### src/rtl/cordic_nco_sequencer.sv
// cordic_nco_sequencer
//
// Phase-accumulating NCO front end for an external iterative CORDIC stage.
// A phase accumulator is stepped by ftw once per captured result. Each phase
// is handed to the CORDIC with a one-cycle start pulse. The sine/cosine result
// is then held behind a valid/ready handshake.
//
// Ports
//   CLK, RST_N        rising-edge clock, synchronous active-low reset
//   enable            run free-running phase generation
//   load_phase        load phase_init into the accumulator (aborts any conversion)
//   phase_init, ftw   signed initial phase / phase step per sample (WL bits)
//   cordic_angle      registered angle presented to the CORDIC
//   cordic_start      one-cycle start pulse to the CORDIC
//   cordic_sine/cos   CORDIC results (WO bits, 1.9 signed)
//   cordic_done       CORDIC done level (stale until cleared one cycle after start)
//   out_sine/cos      captured result
//   out_phase         angle that produced the current result
//   out_valid         result held, awaiting out_ready
//   out_ready         downstream accept
//   busy              sequencer not idle
//   timeout_err       sticky: CORDIC never signalled done within TMO wait cycles
//
// state  | meaning
// -------+-----------------------------------------------------------
// IDLE   | no conversion in flight
// LAUNCH | cordic_start high, cordic_angle = phase
// WAIT   | waiting for a fresh cordic_done (first cycle ignored)
// HOLD   | result valid, waiting for out_ready

module cordic_nco_sequencer #(
    parameter int WL  = 10,
    parameter int WO  = 10,
    parameter int TMO = 31
) (
    input  logic                 CLK,
    input  logic                 RST_N,
    input  logic                 enable,
    input  logic                 load_phase,
    input  logic signed [WL-1:0] phase_init,
    input  logic signed [WL-1:0] ftw,
    output logic signed [WL-1:0] cordic_angle,
    output logic                 cordic_start,
    input  logic signed [WO-1:0] cordic_sine,
    input  logic signed [WO-1:0] cordic_cosine,
    input  logic                 cordic_done,
    output logic signed [WO-1:0] out_sine,
    output logic signed [WO-1:0] out_cosine,
    output logic signed [WL-1:0] out_phase,
    output logic                 out_valid,
    input  logic                 out_ready,
    output logic                 busy,
    output logic                 timeout_err
);

    localparam int CW = $clog2(TMO + 1);
    localparam logic [CW-1:0] CNT_ONE = CW'(1);
    localparam logic [CW-1:0] CNT_TMO = CW'(TMO);

    typedef enum logic [1:0] {IDLE, LAUNCH, WAIT, HOLD} state_t;

    state_t                state;
    logic signed [WL-1:0]  phase;
    // Holds 1 on the first WAIT cycle, so that cycle is recognisable.
    logic [CW-1:0]         wait_cnt;

    assign busy = (state != IDLE);

    always_ff @(posedge CLK) begin
        if (!RST_N) begin
            state        <= IDLE;
            phase        <= '0;
            cordic_angle <= '0;
            cordic_start <= 1'b0;
            out_sine     <= '0;
            out_cosine   <= '0;
            out_phase    <= '0;
            out_valid    <= 1'b0;
            timeout_err  <= 1'b0;
            wait_cnt     <= '0;
        end else begin
            cordic_start <= 1'b0;
            if (load_phase) begin
                // Abort: the in-flight result is simply never captured.
                phase     <= phase_init;
                state     <= IDLE;
                out_valid <= 1'b0;
                wait_cnt  <= '0;
            end else begin
                case (state)
                    IDLE: begin
                        if (enable) begin
                            state        <= LAUNCH;
                            cordic_start <= 1'b1;
                            cordic_angle <= phase;
                        end
                    end
                    LAUNCH: begin
                        state    <= WAIT;
                        wait_cnt <= CNT_ONE;
                    end
                    WAIT: begin
                        // done on the first WAIT cycle may be left over from the
                        // previous conversion, so it is not trusted there.
                        if (cordic_done && (wait_cnt != CNT_ONE)) begin
                            out_sine   <= cordic_sine;
                            out_cosine <= cordic_cosine;
                            out_phase  <= cordic_angle;
                            out_valid  <= 1'b1;
                            phase      <= phase + ftw;
                            wait_cnt   <= '0;
                            state      <= HOLD;
                        end else if (wait_cnt == CNT_TMO) begin
                            timeout_err <= 1'b1;
                            wait_cnt    <= '0;
                            state       <= IDLE;
                        end else begin
                            wait_cnt <= wait_cnt + CNT_ONE;
                        end
                    end
                    HOLD: begin
                        if (out_ready) begin
                            out_valid <= 1'b0;
                            if (enable) begin
                                state        <= LAUNCH;
                                cordic_start <= 1'b1;
                                cordic_angle <= phase;
                            end else begin
                                state <= IDLE;
                            end
                        end
                    end
                    default: state <= IDLE;
                endcase
            end
        end
    end

endmodule

### config.mk
export PLATFORM = sky130hd
export DESIGN_NAME = cordic_nco_sequencer
export DESIGN_NICKNAME = d
export VERILOG_FILES = /design/src/rtl/cordic_nco_sequencer.sv
export SDC_FILE = /design/constraint.sdc
export NUM_CORES = 1
export LEC_CHECK = 0
export BUFFER_PORTS_ARGS = -buffer_cell sky130_fd_sc_hd__buf_2
export CORE_MARGIN = 2
export CORE_UTILIZATION = 51
export CTS_BUF_LIST = sky130_fd_sc_hd__clkbuf_16
export DETAILED_ROUTE_END_ITERATION = 10
export HOLD_SLACK_MARGIN = 0.12
export PLACE_DENSITY = 0.82
export SLEW_MARGIN = 10
export SYNTH_ARGS = -nofsm -noshare
export SYNTH_HDL_FRONTEND = slang
export SYNTH_SLANG_ARGS = --single-unit
### constraint.sdc
create_clock -name CLK -period 2.7 [get_ports CLK]
set_clock_uncertainty 0.15 [all_clocks]
set_input_delay 0 -clock CLK [delete_from_list [all_inputs] [get_ports CLK]]
set_output_delay 0 -clock CLK [all_outputs]
set_load 0.03 [all_outputs]
== Yosys cells after proc, flatten, opt, wreduce, memory -nomap -nowiden ==
Cells that the tools add are included.

* Register bits: 60
* Bits of input ports: 46
* Output and inout port bits: 44
* Logic and storage cells: 60

* Add/subtract/negate cells: 2
* Eq/ne operators: 9
* Multiplexer cells: 21
* Bitwise logic cells: 3
* Reduce and logical (&&, ||, !) cells: 15

{| class="wikitable"
|+ Operators with widths
! kind !! number
|-
| two-way mux 10 bit || 5
|-
| one-hot mux 10 bit (2 select lines) || 1
|-
| AND reduction 3 bit || 4
|-
| nonzero test 2 bit || 6
|-
| adder 10 bit || 1
|-
| two-way mux 5 bit || 2
|-
| one-hot mux 5 bit (2 select lines) || 1
|-
| two-way mux 2 bit || 4
|-
| one-hot mux 2 bit (4 select lines) || 1
|-
| != test 2 bit (second input constant) || 3
|-
| adder 5 x 1 -> 5 bit (second input constant) || 1
|-
| equality test 5 bit (second input constant) || 1
|-
| two-way mux 1 bit || 5
|-
| != test 5 x 1 -> 1 bit (second input constant) || 1
|-
| equality test 2 bit (second input constant) || 2
|-
| one-hot mux 1 bit (2 select lines) || 2
|-
| AND reduction 4 bit || 1
|-
| != test 3 bit (second input constant) || 1
|-
| NOT 1 bit || 3
|-
| equality test 2 x 1 -> 1 bit (second input constant) || 1
|-
| zero test 2 bit || 1
|-
| AND reduction 2 bit || 1
|-
| OR reduction 2 bit || 1
|-
| logical AND 1 bit || 1
|}

== Logic depth before layout (Yosys ltp) ==
Gate-level depths: netlist of the first run.

* Word-level depth: 5
* Gate-level depth with buffers: 9
* Mapped depth without buffers: 7

== Least setup slack after synthesis of the first run ==
No wires, ideal clock.

* Path type: reg2reg
* From: reg wait_cnt[0]
* To: reg state[0]
* Setup time: 131 ps
* Arrival: 1791 ps
* Data required time: 2419 ps
* Setup slack: 628 ps
* Stages on the path, launching flop included: 8
* Path buffers: 2
* Clock period less this slack: 2072 ps
* Cell sequence: dfxtp_1 > ha_1 > or4b_4 > and3_4 > buf_6 > buf_6 > a2111oi_2 > a211oi_1

* Longest elaborated chain between the ends: 4
* Elaborated cells on any way between the ends: 7
* Those cells by class: eq/ne (3); mux (2); reduce/logical (2)

{| class="wikitable"
|+ Ends and longest elaborated chain
! element !! RTL line !! text
|-
| start, declared || 65 || <nowiki>logic [CW-1:0] wait_cnt;</nowiki>
|-
| start signal, assigned || 118 || <nowiki>wait_cnt <= wait_cnt + CNT_ONE;</nowiki>
|-
| != test 5 x 1 -> 1 bit || 105 || <nowiki>if (cordic_done && (wait_cnt != CNT_ONE)) begin</nowiki>
|-
| logical AND 1 bit || 105 ||
|-
| two-way mux 2 bit or != test 3 bit (tied branches) || -- ||
|-
| one-hot mux 2 bit (4 select lines) or AND reduction 3 bit (tied branches) || -- ||
|-
| end signal, assigned || 93 || <nowiki>state <= LAUNCH;</nowiki>
|-
| end signal, assigned || 99 || <nowiki>state <= WAIT;</nowiki>
|-
| end signal, assigned || 112 || <nowiki>state <= HOLD;</nowiki>
|-
| end, declared || 62 || <nowiki>state_t state;</nowiki>
|}

Several ways; a longest one is shown, not always the timed one.
A chain may end at the register's enable or synchronous reset.

== Final worst setup path of the first run ==
* From: reg wait_cnt[1]
* To: reg phase[2]

* Longest elaborated chain between the ends: 4

{| class="wikitable"
|+ Ends and longest elaborated chain
! element !! RTL line !! text
|-
| != test 5 x 1 -> 1 bit || 105 ||
|-
| logical AND 1 bit || 105 ||
|-
| nonzero test 2 bit (no line) || -- ||
|-
| AND reduction 2 bit (no line) || -- ||
|-
| end signal, assigned || 85 || <nowiki>phase <= phase_init;</nowiki>
|-
| end signal, assigned || 110 || <nowiki>phase <= phase + ftw;</nowiki>
|-
| end, declared || 63 || <nowiki>logic signed [WL-1:0] phase;</nowiki>
|}

No other way between the ends.

==> results of run 1 <==
## per-stage QoR
step / cell area (sq um) / cells / utilization, % / power [mW]
3_5_place_dp: 3460 / 499 / 62.0 / 1.17
5_1_grt: 4300 / 567 / 77.1 / 2.52
3_3_place_gp: 3460 / 499 / 62.0 / 1.17
2_1_floorplan: 2990 / 354 / - / 1.10
6_report: 4300 / 568 / 77.2 / 2.42
4_1_cts: 4290 / 567 / 77.0 / 2.44
## layer usage
layer	vias up	share of wire (%)	GRT usage (%)
li1	1507	-	-
met1	1361	43	29.8
met2	83	50	43.0
met3	8	5.2	5.06
met4	0	1.3	11.7
met5	-	0	0
## where the power goes
| group | switching, mW | internal, mW |
|---|---|---|
| Clock | 0.397 | 0.803 |
| Combinational | 0.147 | 0.156 |
| Sequential | 0.0142 | 0.904 |
| Total | 0.558 | 1.86 |
## timing repair
item	4_1_cts	5_1_grt
hold buffers	52	0
resized for setup	0	1
setup endpoints to repair	0	2
hold endpoints to repair	48	0
## worst min-delay path by stage
stage | slack [ns] | startpoint | cells after the start | endpoint
global placement | 0.09 | cordic_sine[0] | 3 | out_sine[0]$_SDFFE_PN0P_
global route | 0.16 | ftw[5] | 4 | phase[6]$_SDFFE_PN0P_
floorplan | -0.02 | cordic_cosine[6] | 2 | out_cosine[6]$_SDFFE_PN0P_
CTS | 0.13 | ftw[5] | 4 | phase[6]$_SDFFE_PN0P_
finish | 0.14 | ftw[5] | 4 | phase[6]$_SDFFE_PN0P_
detailed placement | 0.09 | cordic_sine[0] | 3 | out_sine[0]$_SDFFE_PN0P_
## kinds of logic (layout without fill, tap and decap cells)
group / Yosys count / after routing / share of synthesized area (%)
buf+inv: 28 / 169 / 4.43
xor+xnor: 3 / 3 / 0.878
compound gates: 96 / 96 / 21.4
mux: 13 / 13 / 4.35
flops: 60 / 60 / 40.1
simple gates: 137 / 137 / 21.4
fa+ha+maj: 17 / 17 / 7.36
other cells: 0 / 1 / 0
## final cells by class
cell class	count	share of cell area, %
antenna	1	0.0582
clock buffer	9	5.23
clock inverter	7	2.09
inverter	8	0.698
multi-input combinational	266	38.7
sequential	60	27.9
tap	72	2.09
timing repair buffer	145	23.1
## worst max-delay path, delay by kind of cell (launching register included)
| family | cells | cell delay (ns) |
|---|---|---|
| compound gates | 1 | 0.10 |
| fa+ha+maj | 1 | 0.13 |
| buf+inv | 2 | 0.64 |
| flops | 1 | 0.33 |
| mux | 1 | 0.19 |
| simple gates | 3 | 0.91 |
## state kept, by name, indices dropped and copies added, names as in the netlist
| signal | flops |
|---|---|
| cordic_angle | 10 |
| out_cosine | 10 |
| state | 2 |
| out_valid | 1 |
| timeout_err | 1 |
| wait_cnt | 5 |
| cordic_start | 1 |
| out_phase | 10 |
| out_sine | 10 |
| phase | 10 |
## placed cells by master, fill, tap and decap left out, types with 6 or more instances in the layout
master         count
ha_1              16
a21oi_1           22
inv_1              7
nand2_1           84
nor2b_1           14
buf_2             89
clkbuf_16          9
nand3_1            6
o21ai_0           19
a21boi_0          24
a21boi_1           6
dlygate4sd3_1     52
mux2i_1           13
dfxtp_1           59
==> flow_metrics.tcl, run 1 <==
set metrics [dict create \
    slew_headroom_pct 54.4 \
    grt_max_degree 32 \
    post_cts_buffers 0 \
    synth_area_leaders "dfxtp_1 (40%), nand2_1 (11%), ha_1 (6.7%), a21boi_0 (6.0%), mux2i_1 (4.3%)" \
    ys_seq_area_share_pct 40.1 \
    core_sq_um 5570 \
    wirelength_um 7740 \
    finalSetupViolCount 0 \
    numClockSinks 60 \
    synthTopCellsByCount "nand2_1 (84), dfxtp_1 (60), a21boi_0 (24)" \
    synth.ff_latch_count 60 \
    path_max_fanout 14 \
    gp_congestion 0.848 \
    fmax_mhz 391 \
    cp.arrival_ns 2.62 \
    worstRegToRegCells 8 \
    avgRoutedWirePerCell_um 13.6 \
    finalWorstSetupSlack_ns 0.143 \
    synth_edf_count 0 \
    synth_cell_type_count 46 \
    worst_slew_pin_slew_ns 0.682 \
    htree_levels 3 \
    track_usage_pct 25.0 \
    drive_gt1_share_pct 23.0 \
    antenna_left 0 \
    hpwl_um 4950 \
    crit_start "wait_cnt[1]$_SDFFE_PP0P_" \
    crit_path_end_kind "flip-flop" \
    cts_tree "yes" \
    leakagePower_nw 1.92 \
    synth_flop_cell "dfxtp_1" \
    cap_violations 0 \
    start_kind "flip-flop" \
    r2r_start "wait_cnt[1]$_SDFFE_PP0P_" \
    syn_inst 354 \
    root_buffer "clkbuf_16" \
    cts_made_buffers 9 \
    die_w_um 80.6 \
    vias_per_cell 5.21 \
    synth.most_common_cell "nand2_1" \
    ir_worst_vdd_uv 492 \
    cts.clk_slew.worst_paths_ns 0.05 \
    slowest_delay_ns 0.57 \
    yosys_warnings 0 \
    vias 2959 \
    rr_endpoint "phase[2]$_SDFFE_PN0P_" \
    slew_violations 0 \
    holdWs_ns 0.142 \
    slowest_stage "dlygate4sd3_1" \
    io_pins 90 \
    crit_chain "inv_1 -> ha_1 -> or4b_4 -> and3_4 -> mux2i_1 -> o21ai_0 -> dlygate4sd3_1 -> and2_1" \
    drt_iter0_drc 99 \
    rows 27 \
    antenna_found_initial 0 \
    fillCellCount 398 \
    grt_pass1_vias 2808 \
    synthesis.area_sq_um 2990 \
    fp.dieH_um 80.6 \
    port_buffers 89 \
    setup_tns_ns 0 \
    yosysTopAreaCell "dfxtp_1" \
    dr.pass1.iters 5 \
    outcome "finished clean" \
    syn_nets 417 \
    start_util_pct 53.7 \
    grt-ovfl-total 0 \
    grt_pass1_wl_um 12600 \
    endpoint "phase[2]$_SDFFE_PN0P_" \
    rsz0062_at_grt "no" \
    avgSynthCellArea_sq_um 8.45 \
    syn2layout_area_growth_pct 43.8 \
    finalHoldViolations 0 \
    yosysTopAreaCellShare_pct 40.1 \
    finalNetCount 553 \
    worstPathRequired_ns 2.76 \
    drcViolationCount 0 \
    regArea_sq_um 1200 \
    ff2ff_setup_slack_ns 0.14 \
    post-route-period-util_pct 94.7 \
    clk_path_buf_depth 2 \
    async_flop_share_pct 0 \
    post-route-min-period_ns 2.56 \
    place_ws_ns 0.240 \
    min_path_type "primary input to flip-flop" \
    clock_latency_ns 0.32 \
    powerDensity_nw_per_um2 563 \
    crit_type "flip-flop to flip-flop" \
    die_area_sq_um 6500 \
    multiInputGateArea_sq_um 1670 \
]
No activity file was read; power rests on OpenSTA's default activity.
==> inputs of run 2 (changes only) <==
- GPL_ROUTABILITY_DRIVEN: default -> 0
- RECOVER_POWER: default -> 25
- clock period: 2.7 -> 2.75 ns (I/O delays scaled with it)
==> flow_metrics.tcl, run 2 (same netlist as run 1, synthesis figures left out) <==
set metrics [dict create \
    vias 3027 \
    layout_common_cells "nand2_1 (84), buf_2 (64), dfxtp_1 (60), dlygate4sd3_1 (49), clkbuf_1 (25)" \
    numClockSinks 60 \
    crit_chain "ha_1 -> fa_1 -> a21oi_2 -> o211ai_1 -> or3_1 -> a21oi_1 -> a211oi_2 -> dlygate4sd3_1" \
    cp.depth 8 \
    cts.clk_slew.worst_paths_ns 0.05 \
    finalNetCount 551 \
    rows 27 \
    post-route-period-util_pct 97.1 \
    cts_made_buffers 9 \
    syn2layout_area_growth_pct 40.1 \
    outcome "finished clean" \
    finalHoldViolations 0 \
    slowest_delay_ns 0.56 \
    finalWorstSetupSlack_ns 0.0795 \
    grt_pass1_vias 2961 \
    post-route-min-period_ns 2.67 \
    crit_type "flip-flop to flip-flop" \
    worstRegToRegCells 8 \
    antenna_found_initial 0 \
    htree_levels 3 \
    crit_family "adder cells" \
    slew_violations 0 \
    fmax_mhz 374 \
    n_antenna_cell 0 \
    path_max_fanout 3 \
    clk_path_buf_depth 2 \
    place_ws_ns 0.245 \
    cts_tree "yes" \
    wirelength_um 8260 \
    fillCellCount 416 \
    drcViolationCount 0 \
    root_buffer "clkbuf_16" \
    powerDensity_nw_per_um2 520 \
    ir_worst_vdd_uv 409 \
    cap_violations 0 \
    cp_num_buf_inv 1 \
    finalSetupViolCount 0 \
    port_buffers 89 \
    slew_headroom_pct 51.8 \
    slowest_stage "dlygate4sd3_1" \
    drt_iter0_drc 149 \
    hpwl_um 5140 \
    avgRoutedWirePerCell_um 14.6 \
    vias_per_cell 5.36 \
    io_pins 90 \
    grt-ovfl-total 0 \
    final_cell_count_no_fill 565 \
    die_w_um 80.6 \
    antenna_left 0 \
    fp.dieH_um 80.6 \
    min_path_type "primary input to flip-flop" \
    dpl.cell_count 499 \
    worstPathRequired_ns 2.81 \
    crit_path_end_kind "flip-flop" \
    die_area_sq_um 6500 \
    grt_max_degree 32 \
    cp.arrival_ns 2.73 \
    hold_path_depth 4 \
    start_util_pct 53.7 \
    grt_pass1_wl_um 13000 \
    worst_slew_pin_slew_ns 0.722 \
    core_sq_um 5570 \
    track_usage_pct 26.0 \
    dr.pass1.iters 4 \
    clock_latency_ns 0.33 \
    drive_gt1_share_pct 17.8 \
    leakagePower_nw 1.78 \
    start_kind "flip-flop" \
    layout_commonest_cell "nand2_1" \
]
run 2: area by class of cell:
cell class	instances	area (sq um)	share of cell area (%)
flip-flops and latches	60	1200	28.6
multi-input cells	266	1670	39.8
well taps	72	90.1	2.15
inverters	8	30.0	0.716
clock inverters	7	33.8	0.806
clock buffers	9	225	5.37
repair buffers	143	942	22.5
run 2: per-layer routing:
layer / part of all wire, % / vias up / track usage (%)
met5: 0 / - / 0
met4: 1.6 / 0 / 14.9
met3: 6.0 / 14 / 5.84
met2: 50 / 115 / 46.5
met1: 42 / 1402 / 28.0
li1: - / 1496 / -
run 2: worst paths after layout:
check	slack, ns	from	to
worst min-delay path	0.17	ftw[7]	phase[8]$_SDFFE_PN0P_
worst min register to register	0.31	out_sine[2]$_SDFFE_PN0P_	out_sine[2]$_SDFFE_PN0P_
worst max register to register	0.08	phase[0]$_SDFFE_PN0P_	phase[6]$_SDFFE_PN0P_
worst max-delay path	0.08	phase[0]$_SDFFE_PN0P_	phase[6]$_SDFFE_PN0P_
run 2: report_power, final:
| part | internal (mW) | leakage, nW | total [mW] | switching, mW |
|---|---|---|---|---|
| logic | 0.154 | 1.16 | 0.302 | 0.148 |
| registers | 0.888 | 0.486 | 0.903 | 0.0151 |
| clock network | 0.593 | 0.127 | 0.977 | 0.384 |
| total | 1.64 | 1.78 | 2.18 | 0.547 |
run 2: repair_timing:
| item | in CTS | in global routing |
|---|---|---|
| hold buffers | 49 | 0 |
| gates resized for setup | 0 | 1 |
| setup buffers | 0 | 1 |
| endpoints found under the setup margin | 0 | 1 |
| hold endpoints to repair | 47 | 0 |
run 2: worst register-to-register path, stage by stage (launching register included):
cell	delay, ns
dfxtp_1	0.32
ha_1	0.22
fa_1	0.44
a21oi_2	0.19
o211ai_1	0.13
or3_1	0.32
a21oi_1	0.18
a211oi_2	0.05
dlygate4sd3_1	0.56
run 2: stage by stage:
step / TNS (ns) / power [mW] / area [sq um] / utilization (%) / hold WS (ns)
3_5_place_dp: 0 / 1.15 / 3460 / 62.0 / 0.0968
6_report: 0 / 2.18 / 4190 / 75.2 / 0.170
5_1_grt: -0.0327 / 2.26 / 4190 / 75.2 / 0.199
2_1_floorplan: 0 / 1.08 / 2990 / - / -0.0151
3_3_place_gp: 0 / 1.15 / 3460 / 62.0 / 0.0904
4_1_cts: 0 / 2.18 / 4210 / 75.5 / 0.152
